===== config.mk =====
export PLATFORM = sky130hd
export DESIGN_NAME = uart_frame_tx_flat
export DESIGN_NICKNAME = d
export VERILOG_FILES = /design/src/rtl/uart_frame_tx_if.sv /design/src/rtl/uart_frame_tx.sv /design/src/flat_wrapper.sv
export SDC_FILE = /design/constraint.sdc
export NUM_CORES = 1
export LEC_CHECK = 0
export CORE_MARGIN = 3
export CORE_UTILIZATION = 47
export CTS_CLUSTER_SIZE = 10
export DETAILED_ROUTE_END_ITERATION = 7
export GPL_TIMING_DRIVEN = 0
export PLACE_DENSITY = 0.66
export SLEW_MARGIN = 20
export SYNTH_ARGS = -nofsm -noshare
export SYNTH_HDL_FRONTEND = slang
export SYNTH_SLANG_ARGS = --single-unit
export TNS_END_PERCENT = 30

===== constraint.sdc =====
create_clock -name CLK -period 3.6 [get_ports CLK]
set_input_delay 0.72 -clock CLK [delete_from_list [all_inputs] [get_ports CLK]]
set_output_delay 0.72 -clock CLK [all_outputs]
set_load 0.05 [all_outputs]

===== src/rtl/uart_frame_tx_if.sv =====
// Frame-transmitter control bundle: start/length handshake, payload stream and status/serial outputs.
interface uart_frame_tx_if #(
    parameter int DATA_BITS = 8
);
    logic                 frame_start;
    logic [DATA_BITS-1:0] frame_len;
    logic                 frame_ready;
    logic [DATA_BITS-1:0] pl_data;
    logic                 pl_valid;
    logic                 pl_ready;
    logic                 tx;
    logic                 busy;
    logic                 done;

    modport master (
        output frame_start, frame_len, pl_data, pl_valid,
        input  frame_ready, pl_ready, tx, busy, done
    );

    modport slave (
        input  frame_start, frame_len, pl_data, pl_valid,
        output frame_ready, pl_ready, tx, busy, done
    );
endinterface


===== src/rtl/uart_frame_tx.sv =====
// UART frame transmitter: SOF, LEN, LEN payload characters, optional two's-complement checksum.
// Each character is start / DATA_BITS LSB-first / optional parity / STOP_BITS stop.
module uart_frame_tx #(
    parameter int         CLKS_PER_BIT = 1736,
    parameter int         DATA_BITS    = 8,
    parameter int         PARITY       = 0,
    parameter int         STOP_BITS    = 1,
    parameter int         CHECKSUM     = 0,
    parameter logic [7:0] SOF          = 8'h7E
) (
    input logic            CLK,
    input logic            reset,
    uart_frame_tx_if.slave bus
);
    localparam int            CW        = (CLKS_PER_BIT > 1) ? $clog2(CLKS_PER_BIT) : 1;
    localparam logic [CW-1:0] BIT_LAST  = CW'(CLKS_PER_BIT - 1);
    localparam logic [3:0]    DATA_LAST = 4'(DATA_BITS - 1);
    localparam logic [3:0]    STOP_LAST = 4'(STOP_BITS - 1);
    localparam logic          ODD       = (PARITY == 1);

    typedef enum logic [2:0] {IDLE, LOAD, WAIT_PL, START, DATA, PAR, STOP} stateT;
    typedef enum logic [2:0] {K_SOF, K_LEN, K_PL, K_CHK, K_END} kindT;

    stateT                state;
    kindT                 nextKind;
    logic [CW-1:0]        bitCnt;
    logic [3:0]           bitIdx;
    logic [DATA_BITS-1:0] lenReg, plLeft, sum, shiftReg;
    logic                 parBit;
    logic                 txReg, frameReadyReg, plReadyReg, busyReg, doneReg;

    logic [DATA_BITS-1:0] loadChar;
    kindT                 loadAfter, afterPl;
    logic                 bitEnd;

    // Character produced by LOAD and the kind that follows it in the frame.
    always_comb begin
        loadChar  = SOF[DATA_BITS-1:0];
        loadAfter = K_LEN;
        afterPl   = (CHECKSUM != 0) ? K_CHK : K_END;
        case (nextKind)
            K_LEN: begin
                loadChar  = lenReg;
                loadAfter = (lenReg != '0) ? K_PL : afterPl;
            end
            K_CHK: begin
                loadChar  = '0 - sum;
                loadAfter = K_END;
            end
            default: ;
        endcase
    end

    assign bitEnd = (bitCnt == BIT_LAST);

    always_ff @(posedge CLK or negedge reset) begin
        if (!reset) begin
            state         <= IDLE;
            nextKind      <= K_SOF;
            bitCnt        <= '0;
            bitIdx        <= '0;
            lenReg        <= '0;
            plLeft        <= '0;
            sum           <= '0;
            shiftReg      <= '0;
            parBit        <= 1'b0;
            txReg         <= 1'b1;
            frameReadyReg <= 1'b1;
            plReadyReg    <= 1'b0;
            busyReg       <= 1'b0;
            doneReg       <= 1'b0;
        end else begin
            doneReg <= 1'b0;
            case (state)
                IDLE: if (bus.frame_start) begin
                    lenReg        <= bus.frame_len;
                    sum           <= '0;
                    nextKind      <= K_SOF;
                    frameReadyReg <= 1'b0;
                    busyReg       <= 1'b1;
                    state         <= LOAD;
                end
                LOAD: begin
                    shiftReg <= loadChar;
                    parBit   <= (^loadChar) ^ ODD;
                    nextKind <= loadAfter;
                    if (nextKind == K_LEN) begin
                        sum    <= sum + lenReg;
                        plLeft <= lenReg;
                    end
                    bitCnt <= '0;
                    txReg  <= 1'b0;
                    state  <= START;
                end
                WAIT_PL: if (bus.pl_valid) begin
                    shiftReg   <= bus.pl_data;
                    parBit     <= (^bus.pl_data) ^ ODD;
                    sum        <= sum + bus.pl_data;
                    plLeft     <= plLeft - 1'b1;
                    nextKind   <= (plLeft == DATA_BITS'(1)) ? afterPl : K_PL;
                    plReadyReg <= 1'b0;
                    bitCnt     <= '0;
                    txReg      <= 1'b0;
                    state      <= START;
                end
                START: if (bitEnd) begin
                    bitCnt <= '0;
                    bitIdx <= '0;
                    txReg  <= shiftReg[0];
                    state  <= DATA;
                end else bitCnt <= bitCnt + 1'b1;
                DATA: if (bitEnd) begin
                    bitCnt <= '0;
                    if (bitIdx == DATA_LAST) begin
                        bitIdx <= '0;
                        if (PARITY != 0) begin
                            txReg <= parBit;
                            state <= PAR;
                        end else begin
                            txReg <= 1'b1;
                            state <= STOP;
                        end
                    end else begin
                        bitIdx   <= bitIdx + 1'b1;
                        shiftReg <= shiftReg >> 1;
                        txReg    <= shiftReg[1];
                    end
                end else bitCnt <= bitCnt + 1'b1;
                PAR: if (bitEnd) begin
                    bitCnt <= '0;
                    txReg  <= 1'b1;
                    state  <= STOP;
                end else bitCnt <= bitCnt + 1'b1;
                STOP: if (bitEnd) begin
                    bitCnt <= '0;
                    if (bitIdx == STOP_LAST) begin
                        bitIdx <= '0;
                        case (nextKind)
                            K_END: begin
                                busyReg       <= 1'b0;
                                frameReadyReg <= 1'b1;
                                doneReg       <= 1'b1;
                                state         <= IDLE;
                            end
                            K_PL: begin
                                plReadyReg <= 1'b1;
                                state      <= WAIT_PL;
                            end
                            default: state <= LOAD;
                        endcase
                    end else bitIdx <= bitIdx + 1'b1;
                end else bitCnt <= bitCnt + 1'b1;
                default: state <= IDLE;
            endcase
        end
    end

    assign bus.tx          = txReg;
    assign bus.frame_ready = frameReadyReg;
    assign bus.pl_ready    = plReadyReg;
    assign bus.busy        = busyReg;
    assign bus.done        = doneReg;
endmodule


===== src/flat_wrapper.sv =====
// flat-port wrapper written by rule: the top's interface ports become plain ports
module uart_frame_tx_flat 
#(
    parameter int         CLKS_PER_BIT = 1736,
    parameter int         DATA_BITS    = 8,
    parameter int         PARITY       = 0,
    parameter int         STOP_BITS    = 1,
    parameter int         CHECKSUM     = 0,
    parameter logic [7:0] SOF          = 8'h7E
)
  (CLK, reset, bus_frame_start, bus_frame_len, bus_pl_data, bus_pl_valid, bus_frame_ready, bus_pl_ready, bus_tx, bus_busy, bus_done);
  uart_frame_tx_if #(.DATA_BITS(DATA_BITS)) bus_i ();
  input logic CLK;
  input logic reset;
  input wire logic [$bits(bus_i.frame_start)-1:0] bus_frame_start;
  input wire logic [$bits(bus_i.frame_len)-1:0] bus_frame_len;
  input wire logic [$bits(bus_i.pl_data)-1:0] bus_pl_data;
  input wire logic [$bits(bus_i.pl_valid)-1:0] bus_pl_valid;
  output wire logic [$bits(bus_i.frame_ready)-1:0] bus_frame_ready;
  output wire logic [$bits(bus_i.pl_ready)-1:0] bus_pl_ready;
  output wire logic [$bits(bus_i.tx)-1:0] bus_tx;
  output wire logic [$bits(bus_i.busy)-1:0] bus_busy;
  output wire logic [$bits(bus_i.done)-1:0] bus_done;
  assign bus_i.frame_start = bus_frame_start;
  assign bus_i.frame_len = bus_frame_len;
  assign bus_i.pl_data = bus_pl_data;
  assign bus_i.pl_valid = bus_pl_valid;
  assign bus_frame_ready = bus_i.frame_ready;
  assign bus_pl_ready = bus_i.pl_ready;
  assign bus_tx = bus_i.tx;
  assign bus_busy = bus_i.busy;
  assign bus_done = bus_i.done;
  uart_frame_tx #(.CLKS_PER_BIT(CLKS_PER_BIT), .DATA_BITS(DATA_BITS), .PARITY(PARITY), .STOP_BITS(STOP_BITS), .CHECKSUM(CHECKSUM), .SOF(SOF)) u_core (.CLK(CLK), .reset(reset), .bus(bus_i));
endmodule

# Word-level counts from Yosys, hierarchy flattened

Cells that the tools add are included.
W data, S select, Z words.

Flip-flop bits (word level): 58
Input port bits: 20
Output and inout bits: 5
Logic and storage cells: 128

$add $sub $neg: 6
Equality and inequality tests: 25
Multiplexer cells: 61
Reduce and logical (&&, ||, !) cells: 23

Operators by type and width:

| cell                    | count |
|---|---|
| $mux W8                 | 8 |
| $pmux W8 S3             | 2 |
| $mux W3                 | 12 |
| $pmux W11 S3            | 1 |
| $pmux W8 S2             | 2 |
| $mux W11                | 2 |
| $pmux W3 S7             | 1 |
| $mux W1                 | 20 |
| $mux W4                 | 5 |
| $add A8 B8 Y8           | 2 |
| $reduce_and A5 Y1       | 3 |
| $ne A2 B1 Y1 const B    | 7 |
| $eq A3 B2 Y1 const B    | 4 |
| $eq A3 B3 Y1 const B    | 4 |
| $pmux W4 S3             | 1 |
| $reduce_and A4 Y1       | 3 |
| $reduce_bool A3 Y1      | 4 |
| $add A11 B1 Y11 const B | 1 |
| $eq A11 B11 Y1 const B  | 1 |
| $ne A2 B2 Y1 const B    | 5 |
| $pmux W3 S3             | 1 |
| $eq A8 B1 Y1 const B    | 1 |
| $reduce_and A8 Y1       | 1 |
| $reduce_bool A8 Y1      | 1 |
| other kinds (16)        | 23 |

# Longest topological paths before layout

Depth in word-level cells: 5
Mapped depth: 14

# Least setup slack after synthesis

OpenSTA, ideal clock, no wires.

Path type: reg2reg
Start: reg u_core.state[0]
End: reg u_core.sum[6]
Library setup time: 122 ps
Arrival time: 2801 ps
Required time: 3478 ps
Setup slack: 678 ps
Cell stages (with the launch flop): 15
Buffers on the path: 3
Period minus slack after synthesis: 2922 ps
Path through: dfrtp_1 -> buf_2 -> buf_2 -> nor3b_1 -> clkbuf_1 -> nand2_1 -> nand2_1 -> ha_1 -> inv_1 -> fa_1 -> nand2b_1 -> a21oi_1 -> o21a_1 -> o21ai_0 -> a32o_1

Longest elaborated chain between the ends: 3
Elaborated cells on any way between the ends: 9
Those cells by class: eq/ne: 5; mux: 1; reduce/logical: 3

Ends and longest elaborated chain:

| what                                                        | line                | RTL |
|---|---|---|
| start, declared                                             | uart_frame_tx.sv:24 | `stateT state;` |
| start signal, assigned                                      | uart_frame_tx.sv:58 | `state <= IDLE;` |
| start signal, assigned                                      | uart_frame_tx.sv:81 | `state <= LOAD;` |
| start signal, assigned                                      | uart_frame_tx.sv:93 | `state <= START;` |
| $eq A3 B1 Y1, or another cell as far along                  | uart_frame_tx.sv:74 | `case (state)` |
| $ne A2 B1 Y1 (no source line), or another cell as far along | -                   |  |
| $reduce_and A4 Y1 (no source line)                          | -                   |  |
| end signal, assigned                                        | uart_frame_tx.sv:88 | `sum <= sum + lenReg;` |
| end signal, assigned                                        | uart_frame_tx.sv:98 | `sum <= sum + bus.pl_data;` |
| end, declared                                               | uart_frame_tx.sv:28 | `logic [DATA_BITS-1:0] lenReg, plLeft, sum, shiftReg;` |

Parallel ways exist; a longest one is shown, timed or not.
A chain may end at the register's enable or synchronous reset.

# Worst setup path after layout

Start: reg u_core.state[2]
End: reg u_core.sum[6]

Same word-level chain as after synthesis.

==> flow_metrics.py <==
metrics = {
    "worst_setup_path": {
        "r2r-end": "u_core.sum[6]",
        "endpoint_kind": "register",
        "ff2ff_setup_slack_ps": 380,
        "cp.arrival_ps": 3450,
        "reg2regPathDepth": 14,
        "timing.rr.start": "u_core.state[2]",
        "worstSetupPathType": "register to register",
        "cp_max_fo": 10,
        "worst_setup_path_start_kind": "register",
        "worstPathRequired_ps": 3820,
    },
    "synthesis": {
        "ys_ff_latch": 58,
        "synth-simple-area-share_pct": 20.42,
        "synth_compound_area_share_pct": 23.25,
        "synth_fp_nets": 466,
        "synth_warnings": 0,
        "syn_area_um2": 3762,
        "ys.flop_type": "dfrtp_1",
        "synth_seq_area_share_pct": 38.64,
        "synth.distinct_cells": 64,
        "syn_avg_cell_area_um2": 8.709,
        "synthXorXnorAreaFrac_pct": 1.630,
        "async_flop_share_pct": 100.0,
        "synth_top_family_by_area": "compound AO/OA/AOI/OAI gates",
        "synth_edf_count": 0,
        "syn_inst": 432,
        "synthMuxAreaShare_pct": 5.687,
        "synthAdderAreaFrac_pct": 5.121,
    },
    "clocking": {
        "clock_sinks": 58,
        "cts_hold_buf": 0,
        "post_cts_buffers": 0,
        "insertion_delay_ps": 340,
        "cts_tree": "built",
        "htreeDepth": 3,
        "cts-resized-gates": 0,
        "clkTransAtPathRegs_ps": 70,
        "cts_buffer_depth": 2,
        "cts_made_buffers": 9,
        "cts_root_buffer": "clkbuf_8",
    },
    "flow_run": {
        "max_cap_violations": 0,
    },
    "placement": {
        "place.gp.congestion": 0.8845,
        "dp.final_hpwl_um": 7044,
        "placed_cell_area_um2": 4144,
        "port_buffers": 24,
    },
    "die": {
        "num_rows": 31,
        "start_util_pct": 50.00,
        "core_area_um2": 7525,
        "io_pins": 25,
        "die_h_um": 95.47,
        "die-area_um2": 9115,
        "die_w_um": 95.47,
    },
    "grt": {
        "antenna_found_initial": 0,
        "use_met3_pct": 4.736,
        "grt_use_total_pct": 22.15,
        "grt_pass1_wl_um": 15770,
        "overflow": 0,
        "grt_use_met1_pct": 32.39,
        "grt_pass1_vias": 3245,
        "grt_busiest_layer": "met2",
        "use_met2_pct": 33.12,
        "grt_start_max_net_pins": 31,
    },
    "routing": {
        "via_per_inst": 6.014,
        "avgRoutedWirePerCell_um": 16.50,
        "firstDrtPassIters": 4,
        "ant_nets": 0,
        "vias": 3440,
        "routed_wl_um": 9440,
        "dr.first_iter.drc_count": 231,
        "drc": 0,
    },
    "power_and_ir_drop": {
        "leakagePower_nw": 1.872,
        "p_switching_w": 0.001742,
        "combPwrFrac_pct": 54.8,
        "finalPower_w": 0.003852,
        "p_int_w": 0.002110,
        "seq_power_share_pct": 28.6,
        "max-vdd-ir-drop_uv": 487.0,
        "power.share.clock_pct": 16.6,
        "swShare_pct": 45.22,
        "p_per_area_nw_per_um2": 883.8,
    },
    "outcome": {
        "outcome": "completed",
    },
    "sta": {
        "relSlewSlack_pct": 48.84,
        "rsz0062_at_grt": "false",
        "period_needed_ps": 3225,
        "hold_viol": 0,
        "timing.fmax_ghz": 0.3101,
        "fin_setup_tns_ps": 0,
        "whs_ps": 311.4,
        "tightest_slew_ps": 762.3,
        "setup_viol": 0,
        "slew_viol_final": 0,
        "fin_crit_sh_pct": 89.58,
        "finClkSkew_ps": 13.10,
    },
    "final_layout": {
        "syn_to_final_growth_pct": 15.83,
        "antenna_cells": 0,
        "drive_gt1_share_pct": 10.15,
        "design_area_um2": 4358,
        "fin_nets": 502,
        "final_util_pct": 57.91,
    },
    "worst_hold_path": {
        "hp-class": "input port to async pin",
    },
}
## area by class of cell
| class | count | area (um2) |
|---|---|---|
| clock buffers | 14 | 172.7 |
| clock inverters | 2 | 35.03 |
| plain buffers | 24 | 112.6 |
| repair buffers | 25 | 257.7 |
| well taps | 99 | 123.9 |
| multi-input cells | 327 | 2116 |
| flip-flops and latches | 58 | 1454 |
| fillers | 699 | 3167 |
| inverters | 23 | 86.33 |
## flip-flops by register name (all words and copies together) (netlist names)
register	cells
u_core.plLeft	8
u_core.bus.tx	1
u_core.sum	8
u_core.state	3
u_core.nextKind	3
u_core.bitIdx	4
u_core.bus.pl_ready	1
u_core.bitCnt	11
u_core.lenReg	8
u_core.bus.frame_ready	1
u_core.bus.done	1
u_core.bus.busy	1
u_core.shiftReg	8
## power groups by stage
stage               sequential [W]  combinational (W)  clock [W]
floorplan                  0.00106            0.00159          0
global placement           0.00109            0.00202          0
detailed placement         0.00110            0.00207          0
CTS                        0.00109            0.00209   0.000652
global route               0.00113            0.00235   0.000683
finish                     0.00110            0.00211   0.000638
## logic make-up after synthesis
family	count (synthesis)
buffers and inverters	47
xor gates and xnor gates	7
adders and majority gates	15
and+or+nand+nor	158
AOI/OAI and AO/OA	127
DFF	58
muxes	20
## cells in the mapped netlist, types with 6 or more instances
cell type / count / area (um2)
o21ai_0: 36 / 180.2
nor2_1: 33 / 123.9
nor2b_1: 8 / 50.05
inv_1: 22 / 82.58
a21oi_1: 20 / 100.1
nand3_1: 7 / 35.03
o31ai_1: 6 / 45.04
ha_1: 13 / 162.7
a22oi_1: 9 / 67.56
nor3_1: 13 / 65.06
buf_2: 8 / 40.04
nand2_1: 57 / 214.0
dfrtp_1: 56 / 1401
a22o_1: 14 / 122.6
mux2i_1: 9 / 90.09
mux2_2: 11 / 123.9
nand2b_1: 6 / 37.54
clkbuf_1: 13 / 48.80
## critical path, stage by stage, from the launching register on
cell and delay [ps]:
dfrtp_1 400, buf_2 190, or3b_2 470, clkbuf_1 210
buf_2 230, nand2_1 90, nand2_1 80, ha_1 200
inv_1 70, fa_1 180, nand2b_1 160, a21oi_1 90
o21a_1 190, or3_1 310, a32o_1 250
## routing by layer
metal,routed length [um],up-vias
met3,597,9
met4,77,0
met1,4501,1684
li1,-,1638
met5,0,-
met2,4264,109
## layout by cell type (no fill, tap or decap), types with 4 or more instances in the layout
cell	count
xnor2_1	5
dfrtp_1	56
o21ai_0	36
o41ai_1	4
mux2_2	11
clkbuf_8	12
nor3_1	13
a21o_1	4
o31ai_1	6
a22oi_1	9
a21oi_1	20
mux2i_1	9
ha_1	13
nor2b_1	8
nand2_1	57
buf_2	8
or3_1	5
nor2_1	33
nor4_1	5
and2_1	4
clkbuf_1	14
clkdlybuf4s50_1	23
nand3_1	7
inv_1	22
a22o_1	14
and3_1	4
nand2b_1	6
## worst max-delay path by stage
| stage | startpoint | end | slack [ps] |
|---|---|---|---|
| after global placement | reset | u_core.bitIdx[1] | -90 |
| after floorplan | u_core.state[0] | u_core.sum[6] | 680 |
| after CTS | u_core.state[0] | u_core.sum[6] | 80 |
| after global routing | u_core.state[0] | u_core.sum[6] | 130 |
| after detailed placement | u_core.state[0] | u_core.sum[6] | 80 |
| final | u_core.state[2] | u_core.sum[6] | 380 |
## per-stage QoR
stage / std cells / setup WS, ps
finish: 572 / 375.1
detailed placement: 556 / 79.07
global route: 572 / 132.8
CTS: 572 / 77.18
floorplan: 432 / 677.9
global placement: 555 / -94.83
No activity file was read; power rests on OpenSTA's default activity.
